$ cat src/rtl/display_scan_controller.sv
// Digit scan and frame-stable value source for a 4-digit hex display.
// Loads land in a shadow register and reach binario only between frames.
module display_scan_controller #(
  parameter int PRESCALE     = 50000,
  parameter int BLANK_CYCLES = 0
) (
  input  logic        clk,
  input  logic        rst_n,
  input  logic        enable,
  input  logic        load_valid,
  input  logic [15:0] load_data,
  output logic        load_ready,
  output logic [15:0] binario,
  output logic [1:0]  selectorMUX,
  output logic        digit_blank,
  output logic        frame_tick
);

  localparam int CW = (PRESCALE > 2) ? $clog2(PRESCALE) : 1;
  localparam logic [CW-1:0] CNT_MAX = CW'(PRESCALE - 1);
  localparam logic [CW:0] BLANK_W = (CW + 1)'(BLANK_CYCLES);

  typedef enum logic {
    IDLE = 1'b0,
    SCAN = 1'b1
  } state_t;

  state_t        state_q, state_d;
  logic [CW-1:0] cnt_q, cnt_d;
  logic [1:0]    sel_q, sel_d;
  logic [15:0]   binario_q, binario_d;
  logic [15:0]   shadow_q, shadow_d;
  logic          pending_q, pending_d;
  logic          load_ready_q, load_ready_d;
  logic          digit_blank_q, digit_blank_d;
  logic          frame_tick_q, frame_tick_d;
  logic          accept;
  logic          tick;
  logic          blank_hit;

  assign accept = load_valid & load_ready_q;
  assign tick   = (cnt_q == CNT_MAX);

  // Blank window only exists when at least one blank cycle is configured.
  if (BLANK_CYCLES == 0) begin : g_no_blank
    assign blank_hit = 1'b0;
  end else begin : g_blank
    assign blank_hit = ({1'b0, cnt_d} < BLANK_W);
  end

  // Next-state: scan sequencing, frame-boundary transfer, load handshake.
  always_comb begin
    state_d      = state_q;
    cnt_d        = '0;
    sel_d        = sel_q;
    binario_d    = binario_q;
    shadow_d     = shadow_q;
    pending_d    = pending_q;
    frame_tick_d = 1'b0;
    unique case (state_q)
      IDLE: begin
        if (pending_q) begin
          binario_d = shadow_q;
          pending_d = 1'b0;
        end
        if (enable) state_d = SCAN;
      end
      SCAN: begin
        if (!enable) begin
          state_d = IDLE;
        end else begin
          cnt_d = tick ? '0 : cnt_q + 1'b1;
          if (tick) begin
            sel_d = sel_q + 2'd1;
            if (sel_q == 2'd3) begin
              frame_tick_d = 1'b1;
              if (pending_q) begin
                binario_d = shadow_q;
                pending_d = 1'b0;
              end
            end
          end
        end
      end
      default: state_d = IDLE;
    endcase
    if (accept) begin
      shadow_d  = load_data;
      pending_d = 1'b1;
    end
    load_ready_d  = ~pending_q & ~accept;
    digit_blank_d = (state_d == IDLE) | blank_hit;
  end

  // State and output registers; reset drops any shadowed value.
  always_ff @(posedge clk or negedge rst_n) begin
    if (!rst_n) begin
      state_q       <= IDLE;
      cnt_q         <= '0;
      sel_q         <= 2'd0;
      binario_q     <= 16'h0000;
      shadow_q      <= 16'h0000;
      pending_q     <= 1'b0;
      load_ready_q  <= 1'b0;
      digit_blank_q <= 1'b1;
      frame_tick_q  <= 1'b0;
    end else begin
      state_q       <= state_d;
      cnt_q         <= cnt_d;
      sel_q         <= sel_d;
      binario_q     <= binario_d;
      shadow_q      <= shadow_d;
      pending_q     <= pending_d;
      load_ready_q  <= load_ready_d;
      digit_blank_q <= digit_blank_d;
      frame_tick_q  <= frame_tick_d;
    end
  end

  assign load_ready  = load_ready_q;
  assign binario     = binario_q;
  assign selectorMUX = sel_q;
  assign digit_blank = digit_blank_q;
  assign frame_tick  = frame_tick_q;

endmodule

$ cat config.mk
export PLATFORM = sky130hd
export DESIGN_NAME = display_scan_controller
export DESIGN_NICKNAME = d
export VERILOG_FILES = /design/src/rtl/display_scan_controller.sv
export SDC_FILE = /design/constraint.sdc
export NUM_CORES = 1
export LEC_CHECK = 0
export CORE_ASPECT_RATIO = 0.7
export CORE_MARGIN = 5
export CORE_UTILIZATION = 50
export DETAILED_ROUTE_END_ITERATION = 6
export PLACE_DENSITY = 0.75
export SYNTH_ARGS = -nofsm -noshare
export SYNTH_HDL_FRONTEND = slang
export SYNTH_SLANG_ARGS = --single-unit
export TNS_END_PERCENT = 5
$ cat constraint.sdc
create_clock -name clk -period 3.2 [get_ports clk]
set_clock_uncertainty 0.1 [all_clocks]
set_input_delay 0.32 -clock clk [delete_from_list [all_inputs] [get_ports clk]]
set_output_delay 0.32 -clock clk [all_outputs]
set_load 0.02 [all_outputs]
==> qor.yml, run 1 <==
final_hold_viol_count: 0
drc_errors: 0
syn_inst: 245
relSlewSlack: 0.197
fin_setup_tns_ps: 0
cts-root-buf: "clkbuf_8"
crit_chain: "or4b_1 -> or4_2 -> buf_4 -> nand3_2 -> o211ai_2"
combPwrFrac: 0.233
cts_buffers: 5
dp_slack_ps: 571
clk_latency_ps: 320
cp.arrival_ps: 2750
crit_family: "simple AND/OR/NAND/NOR gates"
synth_area_um2: 2810
track_usage: 0.181
avgViaCountPerCell: 5.82
dp_hpwl_mm: 4.10
n_antenna_cell: 0
clk_pin_slew_ps: 110
layout_setup_ws_ps: 528
grt_overflow_total: 0
grt_pass1_vias: 2026
finalMaxSlewViolations: 0
ys_seq_elements: 55
path_class: "flip-flop to flip-flop"
yosysWarningCount: 0
wl_mm: 6.26
die_area_um2: 7250
final_cell_mix: "dfrtp_1 (54), clkdlybuf4s50_1 (39), nand3_1 (23)"
cap_violations: 0
cp_max_fo: 15
io_buffers: 40
tritoncts: "built"
drive_gt1_frac: 0.232
p_clk_frac: 0.284
clockBufferDepth: 2
coreArea_um2: 5340
seq_power_share: 0.483
synth_nets: 267
gp_congestion: 0.794
final_cell_count_no_fill: 356
layout_commonest_cell: "dfrtp_1"
die_w_um: 99.6
rows: 22
grt_max_degree: 36
max_slew.worst_pin.slew_ps: 1200
drtIter0Drc: 133
die-height_um: 72.8
max_stage_delay_ps: 960
post_cts_resized: 0
ys.flop_type: "dfrtp_1"
first_pass_iters: 4
min_period_ps: 2670
async_reset_ff_frac: 1.00
initial_core_util: 0.527
critPathBufInv: 1
num_io_pins: 41
synth_edf_count: 0
rsz0062_at_grt: "no"
status: "finished, final reports clean"
cts_sinks: 55
start_kind: "flip-flop"
seq_area_frac_synth: 0.490
vias: 2071
hold_path.class: "flip-flop to flip-flop"
powerDensity_nw_per_um2: 570
setup_violations: 0
grt_pass1_wl_mm: 10.5
end_kind: "flip-flop"
internal_power_mw: 1.36
period_share: 0.835
switching_share: 0.297
p_switching_mw: 0.575
cp_slowest_cell: "or4_2"
htreeDepth: 2
worstPathRequired_ps: 3280
syn_to_final_growth_pct: 20.7
ir_drop_mv: 0.328
dpl.cell_count: 347
post_drt_wl_per_cell_um: 17.6
fmax_mhz: 374
antenna_found_initial: 0
avgSynthCellArea_um2: 11.5
synth_cell_types: 31
drtAntennaViolNets: 0
p_leak_nw: 1.39
fin_nets: 305
cell usage after synthesis (2+ instances only):
cell type	number	area, µm²
dfrtp_1	54	1350
nand3_1	23	115
nor2_1	21	78.8
a221oi_1	16	140
and3_1	16	100
mux2_2	16	180
o211ai_2	16	200
nand3_2	14	140
xnor2_1	13	114
clkbuf_1	11	41.3
nand2_1	7	26.3
buf_6	5	56.3
inv_1	5	18.8
nor4_1	4	25.0
nand4_1	3	18.8
nor3_1	3	15.0
and2_1	2	12.5
ha_1	2	25.0
xor2_1	2	17.5
repair_timing:
| item | 4_1_cts | 5_1_grt |
|---|---|---|
| setup buffers | 0 | 0 |
| hold buffers | 1 | 0 |
| hold endpoints to repair | 24 | 0 |
| setup endpoints to repair | 0 | 0 |
power by group through the flow:
stage | logic, mW | registers (mW) | clock network (mW)
2_1_floorplan | 0.244 | 0.951 | 0
3_3_place_gp | 0.441 | 0.935 | 0
3_5_place_dp | 0.453 | 0.940 | 0
4_1_cts | 0.456 | 0.931 | 0.554
5_1_grt | 0.492 | 0.948 | 0.577
6_report | 0.450 | 0.935 | 0.549
area by class of cell:
| type | instances | area [µm²] |
|---|---|---|
| clock inverters | 3 | 67.6 |
| inverters | 6 | 22.5 |
| multi-input cells | 167 | 1310 |
| repair buffers | 48 | 458 |
| flip-flops and latches | 55 | 1380 |
| well taps | 72 | 90.1 |
| clock buffers | 5 | 68.8 |
| fillers | 430 | 1940 |
per-layer routing:
layer / up-vias / global-route usage / wire (µm)
li1: 978 / - / -
met1: 1027 / 0.287 / 3230
met2: 61 / 0.251 / 2660
met3: 5 / 0.0439 / 343
met4: 0 / 0.0318 / 31
met5: - / 0 / 0
metrics by stage:
step | hold slack [ps] | total power, mW | util | instance area [µm²]
after global routing | 399 | 2.02 | 0.636 | 3400
after CTS | 381 | 1.94 | 0.636 | 3400
after detailed placement | 245 | 1.39 | 0.608 | 3250
after global placement | 248 | 1.38 | 0.608 | 3250
after floorplan | -75.6 | 1.19 | - | 2810
final | 378 | 1.93 | 0.636 | 3400
registers in the layout (all words and copies together), names as in the netlist:
| name | count |
|---|---|
| load_ready | 1 |
| cnt_q | 16 |
| state_q | 1 |
| digit_blank | 1 |
| frame_tick | 1 |
| selectorMUX | 2 |
| pending_q | 1 |
| shadow_q | 16 |
| binario | 16 |
final timing paths:
path,slack [ps],depth (start not counted),start,end
max in group asynchronous,1760,3,rst_n,binario[4]
max reg2reg,530,5,cnt_q[10],binario[5]
min,380,1,load_ready,load_ready
max,530,5,cnt_q[10],binario[5]
min in group asynchronous,420,2,rst_n,cnt_q[5]
min reg2reg,380,1,load_ready,load_ready
logic make-up (layout without fill, tap and decap cells):
logic type / after synthesis / in the layout / share of synthesized area
XOR/XNOR: 15 / 15 / 0.0467
AND/OR/NAND/NOR: 99 / 99 / 0.217
AO/OA/AOI/OAI: 34 / 34 / 0.125
multiplexers: 17 / 17 / 0.0681
buffers and inverters: 23 / 62 / 0.0445
flip-flops: 55 / 55 / 0.490
adder cells (fa/ha/maj): 2 / 2 / 0.00890
worst reg2reg max path, cell delays in order, from the launching register on:
cell and delay [ps]:
dfrtp_1 430, or4b_1 520, or4_2 960, buf_4 320
nand3_2 100, o211ai_2 90
(Power assumes the default switching activity.)
==> run 2: changes to the inputs <==
==> constraint.sdc (replaced) <==
create_clock -name clk -period 2.69 [get_ports clk]
set_clock_uncertainty 0.1 [all_clocks]
set_input_delay 0.269 -clock clk [delete_from_list [all_inputs] [get_ports clk]]
set_output_delay 0.269 -clock clk [all_outputs]
set_load 0.02 [all_outputs]
==> qor.yml, run 2 (same netlist as run 1, synthesis figures left out) <==
cts_sinks: 55  # unchanged
track_usage: 0.181  # unchanged
initial_core_util: 0.527  # unchanged
drive_gt1_frac: 0.242  # was 0.232
grt_max_degree: 56  # was 36
dp_slack_ps: 173  # was 571 ps
post_cts_resized: 0  # unchanged
rows: 22  # unchanged
clockBufferDepth: 2  # unchanged
first_pass_iters: 4  # unchanged
num_io_pins: 41  # unchanged
dp_hpwl_mm: 3.98  # was 4.10 mm
dpl.cell_count: 352  # was 347
post_drt_wl_per_cell_um: 16.8  # was 17.6 µm
drc_errors: 0  # unchanged
max_slew.worst_pin.slew_ps: 1170  # was 1200 ps
powerDensity_nw_per_um2: 627  # was 570 nW/µm²
clk_pin_slew_ps: 90  # was 110 ps
grt_overflow_total: 0  # unchanged
worstPathRequired_ps: 2770  # was 3280 ps
die_w_um: 99.6  # unchanged
vias: 2091  # was 2071
layout_setup_ws_ps: 164  # was 528 ps
cts_buffers: 5  # unchanged
cts-root-buf: "clkbuf_8"  # unchanged
cp_max_fo: 20  # was 15
fmax_mhz: 396  # was 374 MHz
avgViaCountPerCell: 5.79  # was 5.82
coreArea_um2: 5340  # unchanged
p_leak_nw: 1.41  # was 1.39 nW
path_class: "flip-flop to flip-flop"  # unchanged
io_buffers: 40  # unchanged
setup_violations: 0  # unchanged
layout_commonest_cell: "dfrtp_1"  # unchanged
grt_pass1_wl_mm: 10.4  # was 10.5 mm
wl_mm: 6.07  # was 6.26 mm
n_antenna_cell: 0  # unchanged
fin_setup_tns_ps: 0  # unchanged
hold_path.class: "input pin to async pin"  # was flip-flop to flip-flop
drtIter0Drc: 163  # was 133
final_cell_count_no_fill: 361  # was 356
status: "finished, final reports clean"  # unchanged
cap_violations: 0  # unchanged
relSlewSlack: 0.214  # was 0.197
rsz0062_at_grt: "no"  # unchanged
final_cell_mix: "dfrtp_1 (54), clkdlybuf4s50_1 (39), nand3_1 (23)"  # unchanged
period_share: 0.939  # was 0.835
postCtsHoldBufs: 1  # unchanged
finalMaxSlewViolations: 0  # unchanged
die-height_um: 72.8  # unchanged
postCtsSetupBuffers: 0  # unchanged
ir_drop_mv: 0.320  # was 0.328 mV
finish.utilization: 0.638  # was 0.636
drtAntennaViolNets: 0  # unchanged
clk_latency_ps: 300  # was 320 ps
fin_nets: 310  # was 305
cp.arrival_ps: 2600  # was 2750 ps
fin_area_um2: 3410  # was 3400 µm²
start_kind: "flip-flop"  # unchanged
final_hold_viol_count: 0  # unchanged
grt_pass1_vias: 2148  # was 2026
antenna_found_initial: 0  # unchanged
htreeDepth: 2  # unchanged
place_area_um2: 3300  # was 3250 µm²
gp_congestion: 0.759  # was 0.794
die_area_um2: 7250  # unchanged
syn_to_final_growth_pct: 21.2  # was 20.7%
end_kind: "flip-flop"  # unchanged
tritoncts: "built"  # unchanged
min_period_ps: 2530  # was 2670 ps
==> run 2: stage by stage <==
stage                     hold WS, ps  total power, mW
final                             375             2.14
after floorplan                  -127             1.42
after global routing              409             2.26
after CTS                         379             2.15
after detailed placement          189             1.66
after global placement            192             1.64
==> run 2: final timing paths <==
check / endpoint / depth (start not counted) / slack, ps / start
worst max-delay path: binario[2] / 5 / 160 / cnt_q[10]
worst min-delay path: cnt_q[8] / 3 / 380 / rst_n
worst max register to register: binario[2] / 5 / 160 / cnt_q[10]
worst min register to register: load_ready / 1 / 380 / load_ready
max in group asynchronous: digit_blank / 3 / 1840 / rst_n
min in group clk: load_ready / 1 / 380 / load_ready
==> run 2: report_power, final <==
| group | internal, mW | switching [mW] |
|---|---|---|
| Combinational | 0.285 | 0.255 |
| Clock | 0.235 | 0.256 |
| Sequential | 0.967 | 0.140 |
==> run 2: area by class of cell <==
cell class,instances,area [µm²]
multi-input cells,167,1310
clock buffers,8,100
flip-flops and latches,55,1380
well taps,72,90.1
repair buffers,53,508
inverters,6,22.5
fillers,423,1930
==> run 2: critical path: stages (launching register included) <==
cell,delay (ps)
dfrtp_1,380
or4b_1,520
or4_2,860
buf_4,320
nand3_2,120
o211ai_2,90
==> run 2: routing by layer <==
layer | wire length (µm) | vias to the layer above | track usage
li1 | - | 985 | -
met1 | 2950 | 1029 | 0.262
met2 | 2650 | 72 | 0.259
met3 | 417 | 5 | 0.0544
met4 | 48 | 0 | 0.0621
met5 | 0 | - | 0
==> run 3: changes to the inputs <==
--- a/config.mk
+++ b/config.mk
@@ -5,11 +5,13 @@
 export SDC_FILE = /design/constraint.sdc
 export NUM_CORES = 1
 export LEC_CHECK = 0
+export CAP_MARGIN = 20
 export CORE_ASPECT_RATIO = 0.7
 export CORE_MARGIN = 5
 export CORE_UTILIZATION = 50
 export DETAILED_ROUTE_END_ITERATION = 6
 export PLACE_DENSITY = 0.75
+export SKIP_LAST_GASP = 1
 export SYNTH_ARGS = -nofsm -noshare
 export SYNTH_HDL_FRONTEND = slang
 export SYNTH_SLANG_ARGS = --single-unit
==> qor.yml, run 3 (same netlist as run 1, synthesis figures left out) <==
status: "finished, final reports clean"  # unchanged
finish.utilization: 0.641  # was 0.638
finalMaxSlewViolations: 0  # unchanged
post_drt_wl_per_cell_um: 16.8  # about the same
end_kind: "flip-flop"  # unchanged
grt_pass1_wl_mm: 10.4  # unchanged
antenna_found_initial: 0  # unchanged
drtIter0Drc: 198  # was 163
htreeDepth: 2  # unchanged
clockBufferDepth: 2  # unchanged
powerDensity_nw_per_um2: 628  # was 627 nW/µm²
layout_commonest_cell: "dfrtp_1"  # unchanged
start_kind: "flip-flop"  # unchanged
path_class: "flip-flop to flip-flop"  # unchanged
relSlewSlack: 0.482  # was 0.214
timing.rr.end: "binario[2]"  # unchanged
worstPathRequired_ps: 2770  # about the same
p_leak_nw: 1.41  # about the same
r2r_cells: 5  # unchanged
track_usage: 0.181  # unchanged
cts_sinks: 55  # unchanged
rrSetupSlack_ps: 170  # was 160 ps
die_area_um2: 7250  # unchanged
cts-root-buf: "clkbuf_8"  # unchanged
cap_violations: 0  # unchanged
drc_errors: 0  # unchanged
final_cell_mix: "dfrtp_1 (54), clkdlybuf4s50_1 (39), nand3_1 (23)"  # unchanged
cts_buffers: 5  # unchanged
drive_gt1_frac: 0.245  # was 0.242
final_hold_viol_count: 0  # unchanged
rsz0062_at_grt: "no"  # unchanged
clk_pin_slew_ps: 90  # about the same
vias: 2080  # was 2091
first_pass_iters: 4  # unchanged
avgViaCountPerCell: 5.75  # was 5.79
cp.arrival_ps: 2600  # about the same
syn_to_final_growth_pct: 21.6  # was 21.2%
gp_congestion: 0.759  # unchanged
grt_overflow_total: 0  # unchanged
wl_mm: 6.06  # was 6.07 mm
grt_pass1_vias: 2148  # unchanged
coreArea_um2: 5340  # unchanged
fmax_mhz: 396  # about the same
min_period_ps: 2520  # was 2530 ps
setup_violations: 0  # unchanged
hold_path.class: "input pin to async pin"  # unchanged
initial_core_util: 0.527  # unchanged
period_share: 0.938  # was 0.939
clk_latency_ps: 300  # about the same
grt_max_degree: 56  # unchanged
num_io_pins: 41  # unchanged
cp_max_fo: 20  # unchanged
r2r_start: "cnt_q[10]"  # unchanged
dp_hpwl_mm: 3.98  # unchanged
fin_nets: 311  # was 310
drtAntennaViolNets: 0  # unchanged
rows: 22  # unchanged
ir_drop_mv: 0.321  # was 0.320 mV
die_w_um: 99.6  # unchanged
n_antenna_cell: 0  # unchanged
max_slew.worst_pin.slew_ps: 775  # was 1170 ps
tritoncts: "built"  # unchanged
fin_setup_tns_ps: 0  # unchanged
post_cts_resized: 0  # unchanged
io_buffers: 40  # unchanged
die-height_um: 72.8  # unchanged
[run 3: changes by cell type in the layout (fill, tap and decap cells not counted), sizes merged]
cell	previous run	this run
buf	13	14
[run 3: layout make-up]
class	count	area, µm²
Sequential cell	55	1380
Timing Repair Buffer	54	519
Fill cell	424	1920
Multi-Input combinational cell	167	1310
Inverter	6	22.5
Tap cell	72	90.1
Clock buffer	8	100
[run 3: through the flow]
step | instances | setup slack, ps | power [mW] | cell area (µm²) | hold slack (ps)
5_1_grt | 362 | 69.3 | 2.26 | 3420 | 409
3_5_place_dp | 352 | 173 | 1.66 | 3300 | 189
2_1_floorplan | 245 | 489 | 1.42 | 2810 | -127
6_report | 362 | 167 | 2.15 | 3420 | 376
3_3_place_gp | 352 | 235 | 1.64 | 3300 | 192
4_1_cts | 361 | 160 | 2.15 | 3410 | 379
[run 3: how the worst max path moves through the flow]
stage,to,depth (start not counted),startpoint
after CTS,binario[2],5,cnt_q[10]
after floorplan,selectorMUX[1],5,cnt_q[10]
after detailed placement,binario[10],5,cnt_q[10]
after global placement,binario[7],5,cnt_q[10]
final,binario[2],5,cnt_q[10]
after global routing,binario[8],5,cnt_q[10]
[run 3: worst max-delay path, stage by stage, from the launching register on]
cell	delay [ps]
dfrtp_1	380
or4b_1	520
or4_2	860
buf_4	320
nand3_2	120
o211ai_2	90
[run 3: routing by layer]
metal  track usage  share of wire
met5             0              0
met4        0.0621         0.0078
met3        0.0544          0.074
met2         0.259           0.43
met1         0.262           0.49
[run 3: where the power goes]
part,switching (mW),leakage [nW],total [mW],internal [mW]
logic,0.254,0.712,0.543,0.289
clock network,0.260,0.0515,0.496,0.236
registers,0.143,0.651,1.11,0.967
total,0.657,1.41,2.15,1.49
[run 3: repair_timing]
action | CTS | global route
endpoints found under the hold margin | 54 | 0
setup buffers | 0 | 0
hold buffers | 1 | 0
